===== src/rtl/integrator_scheduler.sv =====
`default_nettype none
// ============================================================================
// Module      : integrator_scheduler
// Description : Time-multiplexed integrator (debounce) controller for NUM_CH
//               slow comparator outputs. A prescaled scan sequencer visits one
//               channel per slot. Each channel holds a reference level and an
//               integration counter. A channel's filtered output changes only
//               after `thr` consecutive agreeing samples. Output changes are
//               reported through a round-robin arbitrated valid/ready port.
// Ports       : clk, rst_n      - clock, asynchronous active-low reset
//               in[NUM_CH]      - raw asynchronous channel inputs
//               enable          - scan enable (event port runs regardless)
//               cfg_we, cfg_samples - threshold write strobe / value
//               out[NUM_CH]     - filtered levels
//               evt_valid/evt_ready/evt_ch/evt_level - event port
//               busy            - any pending event or event on the port
// Revision    : 1.0 - initial release
// ============================================================================
module integrator_scheduler #(
    parameter int NUM_CH          = 4,
    parameter int CH_W            = 2,
    parameter int CNT_W           = 4,
    parameter int PRESCALE        = 8,
    parameter int DEFAULT_SAMPLES = 10
) (
    input  logic              clk,
    input  logic              rst_n,
    input  logic [NUM_CH-1:0] in,
    input  logic              enable,
    input  logic              cfg_we,
    input  logic [CNT_W-1:0]  cfg_samples,
    output logic [NUM_CH-1:0] out,
    output logic              evt_valid,
    input  logic              evt_ready,
    output logic [CH_W-1:0]   evt_ch,
    output logic              evt_level,
    output logic              busy
);

    localparam int               PS_W    = (PRESCALE > 1) ? $clog2(PRESCALE) : 1;
    localparam logic [PS_W-1:0]  PS_MAX  = PS_W'(PRESCALE - 1);
    localparam logic [PS_W-1:0]  PS_ONE  = PS_W'(1);
    localparam logic [CH_W-1:0]  CH_LAST = CH_W'(NUM_CH - 1);
    localparam logic [CH_W-1:0]  CH_ONE  = CH_W'(1);
    localparam logic [CNT_W-1:0] CNT_ONE = CNT_W'(1);
    localparam logic [CNT_W-1:0] THR_RST = CNT_W'(DEFAULT_SAMPLES);

    // ------------------------------------------------------------------
    // State
    // ------------------------------------------------------------------
    logic [NUM_CH-1:0] sync1_q, sync1_d;
    logic [NUM_CH-1:0] sync2_q, sync2_d;
    logic [PS_W-1:0]   presc_q, presc_d;
    logic [CH_W-1:0]   ptr_q,   ptr_d;
    logic [CNT_W-1:0]  thr_q,   thr_d;
    logic [NUM_CH-1:0] ref_q,   ref_d;
    logic [CNT_W-1:0]  cnt_q [NUM_CH];
    logic [CNT_W-1:0]  cnt_d [NUM_CH];
    logic [NUM_CH-1:0] out_q,   out_d;
    logic [NUM_CH-1:0] pend_q,  pend_d;
    logic [CH_W-1:0]   rr_q,    rr_d;
    logic              evt_valid_q, evt_valid_d;
    logic [CH_W-1:0]   evt_ch_q,    evt_ch_d;
    logic              evt_level_q, evt_level_d;

    // ------------------------------------------------------------------
    // Combinational helpers
    // ------------------------------------------------------------------
    logic              tick;
    logic [CNT_W-1:0]  thr_eff;
    logic              samp;
    logic [CNT_W-1:0]  svc_cnt;
    logic [NUM_CH-1:0] pend_set;
    logic [NUM_CH-1:0] pend_clr;
    logic              load;
    logic              found;
    logic [CH_W-1:0]   grant;

    // Synchronisers and prescaler
    always_comb begin
        sync1_d = in;
        sync2_d = sync1_q;
        tick    = enable && (presc_q == PS_MAX);
        presc_d = (!enable || tick) ? '0 : presc_q + PS_ONE;
        // A zero threshold is stored as written but behaves as one sample.
        thr_eff = (thr_q == '0) ? CNT_ONE : thr_q;
        // A write coinciding with a tick only affects later services,
        // because the service below reads thr_q, not thr_d.
        thr_d   = cfg_we ? cfg_samples : thr_q;
    end

    // Service of the channel under the scan pointer
    always_comb begin
        ref_d    = ref_q;
        cnt_d    = cnt_q;
        out_d    = out_q;
        ptr_d    = ptr_q;
        pend_set = '0;
        samp     = sync2_q[ptr_q];
        svc_cnt  = cnt_q[ptr_q];
        if (tick) begin
            if (samp != ref_q[ptr_q]) begin
                ref_d[ptr_q] = samp;
                svc_cnt      = CNT_ONE;
            end else if (cnt_q[ptr_q] < thr_eff) begin
                svc_cnt = cnt_q[ptr_q] + CNT_ONE;
            end
            cnt_d[ptr_q] = svc_cnt;
            // Qualification looks at the updated count and reference, so a
            // counter already above a lowered threshold qualifies right away.
            if ((svc_cnt >= thr_eff) && (ref_d[ptr_q] != out_q[ptr_q])) begin
                out_d[ptr_q]    = ref_d[ptr_q];
                pend_set[ptr_q] = 1'b1;
            end
            ptr_d = (ptr_q == CH_LAST) ? '0 : ptr_q + CH_ONE;
        end
    end

    // Round-robin event arbiter
    always_comb begin
        load  = !evt_valid_q || evt_ready;
        found = 1'b0;
        grant = '0;
        for (int k = 0; k < NUM_CH; k++) begin
            if (!found && pend_q[(int'(rr_q) + k) % NUM_CH]) begin
                found = 1'b1;
                grant = CH_W'((int'(rr_q) + k) % NUM_CH);
            end
        end

        evt_valid_d = evt_valid_q;
        evt_ch_d    = evt_ch_q;
        evt_level_d = evt_level_q;
        rr_d        = rr_q;
        pend_clr    = '0;
        if (load) begin
            if (found) begin
                evt_valid_d     = 1'b1;
                evt_ch_d        = grant;
                evt_level_d     = out_q[grant];
                pend_clr[grant] = 1'b1;
                rr_d            = (grant == CH_LAST) ? '0 : grant + CH_ONE;
            end else begin
                evt_valid_d = 1'b0;
            end
        end
        // A new qualification beats a grant-clear of the same channel.
        pend_d = (pend_q & ~pend_clr) | pend_set;
    end

    // ------------------------------------------------------------------
    // Registers
    // ------------------------------------------------------------------
    always_ff @(posedge clk or negedge rst_n) begin
        if (!rst_n) begin
            sync1_q     <= '0;
            sync2_q     <= '0;
            presc_q     <= '0;
            ptr_q       <= '0;
            thr_q       <= THR_RST;
            ref_q       <= '0;
            for (int i = 0; i < NUM_CH; i++) begin
                cnt_q[i] <= '0;
            end
            out_q       <= '0;
            pend_q      <= '0;
            rr_q        <= '0;
            evt_valid_q <= 1'b0;
            evt_ch_q    <= '0;
            evt_level_q <= 1'b0;
        end else begin
            sync1_q     <= sync1_d;
            sync2_q     <= sync2_d;
            presc_q     <= presc_d;
            ptr_q       <= ptr_d;
            thr_q       <= thr_d;
            ref_q       <= ref_d;
            for (int i = 0; i < NUM_CH; i++) begin
                cnt_q[i] <= cnt_d[i];
            end
            out_q       <= out_d;
            pend_q      <= pend_d;
            rr_q        <= rr_d;
            evt_valid_q <= evt_valid_d;
            evt_ch_q    <= evt_ch_d;
            evt_level_q <= evt_level_d;
        end
    end

    assign out       = out_q;
    assign evt_valid = evt_valid_q;
    assign evt_ch    = evt_ch_q;
    assign evt_level = evt_level_q;
    assign busy      = (|pend_q) | evt_valid_q;

endmodule
`default_nettype wire


===== config.mk =====
export PLATFORM = sky130hd
export DESIGN_NAME = integrator_scheduler
export DESIGN_NICKNAME = d
export VERILOG_FILES = /design/src/rtl/integrator_scheduler.sv
export SDC_FILE = /design/constraint.sdc
export NUM_CORES = 1
export LEC_CHECK = 0
export BUFFER_PORTS_ARGS = -buffer_cell sky130_fd_sc_hd__buf_2
export CAP_MARGIN = 0
export CORE_ASPECT_RATIO = 0.75
export CORE_MARGIN = 2
export CORE_UTILIZATION = 36
export CTS_CLUSTER_SIZE = 24
export DETAILED_ROUTE_END_ITERATION = 10
export GPL_ROUTABILITY_DRIVEN = 0
export SETUP_SLACK_MARGIN = 0.1
export SYNTH_ARGS = -nofsm -noshare
export SYNTH_HDL_FRONTEND = slang
export SYNTH_SLANG_ARGS = --single-unit

===== constraint.sdc =====
create_clock -name clk -period 5.5 [get_ports clk]
set_clock_uncertainty 0.1 [all_clocks]
set_input_delay 0.275 -clock clk [delete_from_list [all_inputs] [get_ports clk]]
set_output_delay 0.275 -clock clk [all_outputs]
set_load 0.02 [all_outputs]

==> qor.yml <==
fin_nets: 328
slowest_delay_ns: 0.72
whs_ns: -0.0260
num-fill-cells: 735
worst-endpoint-arrival_ns: 4.40
violations: "negative hold slack"
dpl_cell_area_um2: 2950
wl_um: 5700
cap_violations: 0
crit_path_start_kind: "flip-flop"
clk_latency_ns: 0.30
p_leak_nw: 1.43
setup_viol: 0
synth_ff_type: "dfrtp_1"
clock-sinks: 51
drt-pass1-iter-count: 4
reg2reg_from: "ptr_q[0]$_DFFE_PN0P_"
hpwl_um: 4110
htreeDepth: 2
setup.worst_path.end: "out[0]$_DFFE_PN0P_"
grt-ovfl-total: 0
avgViaCountPerCell: 5.17
ctsResizeCount: 0
ys_seq_elements: 51
io_buffers: 21
setup.worst_path.class: "reg -> reg"
rsz0062_at_grt: "false"
via_count: 2059
rrSetupSlack_ns: 1.23
path_cells: "mux4_1 > ha_1 > nor3_1 > o21ai_0 > o22ai_1 > nor2b_1 > ha_1 > nand2b_1 > a2111oi_1 > buf_4 > or3_1 > o21ai_0 > a21oi_1"
synth.avg_cell_area_um2: 10.2
cts_buffer_depth: 2
antenna_left: 0
rows: 27
slowest_stage: "mux4_1"
power_density_nw_per_um2: 269
syn_nets: 300
multiInputGateArea_um2: 1370
r2r_cells: 13
antenna_cells: 0
layout_min_cycle_time_ns: 4.27
synth_cell_types: 44
boundaryPins: 22
ys.warnings.count: 0
path_clk_slew_ns: 0.09
cp.required_ns: 5.63
cts_buffers: 5
cts_tree: "built"
fin_area_um2: 3090
fp.dieArea_um2: 8350
netlist_area_um2: 2750
grt_max_degree: 52
hold_viol: 18
dieHeight_um: 79.6
yosysSeqAreaShare_pct: 46.6
core_area_um2: 7360
drt_iter0_drc: 87
fmax_mhz: 234
relSlewSlack_pct: 48.9
post-route-period-util_pct: 77.6
synthArstFlopShare_pct: 100
drc_errors: 0
synthCells: 269
die_x_um: 105
clockRootBuffer: "clkbuf_8"
peakVddDrop_mv: 0.188
worst_slew_pin_slew_ns: 0.765
r2r_end: "out[0]$_DFFE_PN0P_"
worstSetupEndpointType: "flip-flop"
slew_violations: 0
syn2layout_area_growth_pct: 12.4
synth-edff-count: 0
grt_pass1_vias: 2100
hold_path_class: "in -> async"
wl_per_cell_um: 14.3
start_util_pct: 37.3
grtUsageTotal_pct: 15.0
status: "complete, but fails checks"
crit_fanout: 12
startpoint: "ptr_q[0]$_DFFE_PN0P_"
regArea_um2: 1280
antenna_found_initial: 0
tns_ns: 0
grt_pass1_wl_um: 10100
drive_gt1_share_pct: 14.1
[state kept, by name (all words and copies together) (netlist names)]
signal	count
rr_q	2
pend_q	4
evt_ch	2
sync1_q	4
evt_valid	1
presc_q	3
ref_q	4
thr_q	4
cnt_q	16
sync2_q	4
evt_level	1
out	4
ptr_q	2
[area by class of cell]
| cell class | instances | share of cell area, % |
|---|---|---|
| timing repair buffer | 27 | 5.19 |
| inverter | 13 | 1.58 |
| sequential | 51 | 41.4 |
| multi-input combinational | 199 | 44.4 |
| clock inverter | 1 | 0.972 |
| clock buffer | 6 | 2.35 |
| tap | 101 | 4.09 |
[per-stage QoR]
stage	cells	util, %	total power [mW]	hold WS (ns)	setup WS [ns]
floorplan	269	-	0.546	-0.121	1.51
global placement	387	40.0	0.584	0.233	1.35
detailed placement	387	40.0	0.586	0.236	1.26
CTS	398	41.9	0.843	0.00486	1.23
global route	398	41.9	0.887	0.0235	0.827
finish	398	41.9	0.832	-0.0260	1.23
[synthesized netlist by cell type (all sizes together) (3+ instances only)]
cell type | n | area, µm²
a21oi | 23 | 115
and3 | 4 | 25.0
clkbuf | 4 | 25.0
dfrtp | 49 | 1230
ha | 18 | 225
inv | 13 | 48.8
mux2i | 8 | 80.1
mux4 | 7 | 173
nand2 | 36 | 135
nand2b | 6 | 42.5
nand3 | 4 | 20.0
nor2 | 15 | 56.3
nor3 | 7 | 35.0
o21ai | 38 | 190
or3 | 5 | 32.5
xnor2 | 3 | 26.3
[worst min-delay path by stage]
stage	startpoint	to	slack (ns)	cells after the start
after floorplan	rst_n	cnt_q[0]$_DFFE_PN0P_	-0.12	0
after global placement	sync1_q[2]$_DFF_PN0_	sync2_q[2]$_DFF_PN0_	0.23	0
after detailed placement	sync1_q[2]$_DFF_PN0_	sync2_q[2]$_DFF_PN0_	0.24	0
after CTS	rst_n	thr_q[0]$_DFFE_PN0P_	0.005	2
after global routing	rst_n	thr_q[0]$_DFFE_PN0P_	0.02	2
final	rst_n	thr_q[0]$_DFFE_PN0P_	-0.03	2
[critical path, delay by kind of cell, from the launching register on]
family | cells | cell delay, ns
DFF | 1 | 0.68
and+or+nand+nor | 4 | 0.69
muxes | 1 | 0.72
buffers and inverters | 1 | 0.21
AOI/OAI and AO/OA | 5 | 1.21
adders and majority gates | 2 | 0.57
[layout by cell type, fill, tap and decap left out, drive strengths merged, types with 2 or more instances in the layout]
master       netlist  layout
nand3              4       4
a211oi             2       2
clkbuf             4       6
nor2              15      15
or3                5       5
dfrtp             49      49
nand2             36      36
and3               4       4
ha                18      18
a21oi             23      23
inv               13      13
o22ai              2       2
dfstp              2       2
and3b              2       2
buf                2      23
xnor2              3       3
mux2               2       2
a21o               2       2
nor3               7       7
dlygate4sd3        0       4
mux2i              8       8
or2b               2       2
o21ai             38      38
nand2b             6       6
mux4               7       7
[cells by family (layout without fill, tap and decap cells)]
logic type / count (synthesis) / after routing / synth area share, %
flops: 51 / 51 / 46.6
xor+xnor: 4 / 4 / 1.28
simple gates: 85 / 85 / 14.9
compound gates: 75 / 75 / 15.6
mux: 17 / 17 / 10.0
fa+ha+maj: 18 / 18 / 8.20
buf+inv: 19 / 47 / 3.51
[routing by layer]
layer	track usage (%)	routed length (µm)
met2	23.4	2490
met1	21.5	2970
met3	3.27	205
met4	3.20	34
met5	0	0
[what timing repair did]
item,CTS,global route
hold buffers,4,0
hold endpoints to repair,4,0
buffers inserted,0,0
[power breakdown]
group          leakage, nW  total (mW)  switching (mW)  internal (mW)
Sequential           0.662       0.428          0.0257          0.402
Clock               0.0513       0.251           0.118          0.133
Combinational        0.714       0.153          0.0903         0.0623
(Power assumes the default switching activity.)
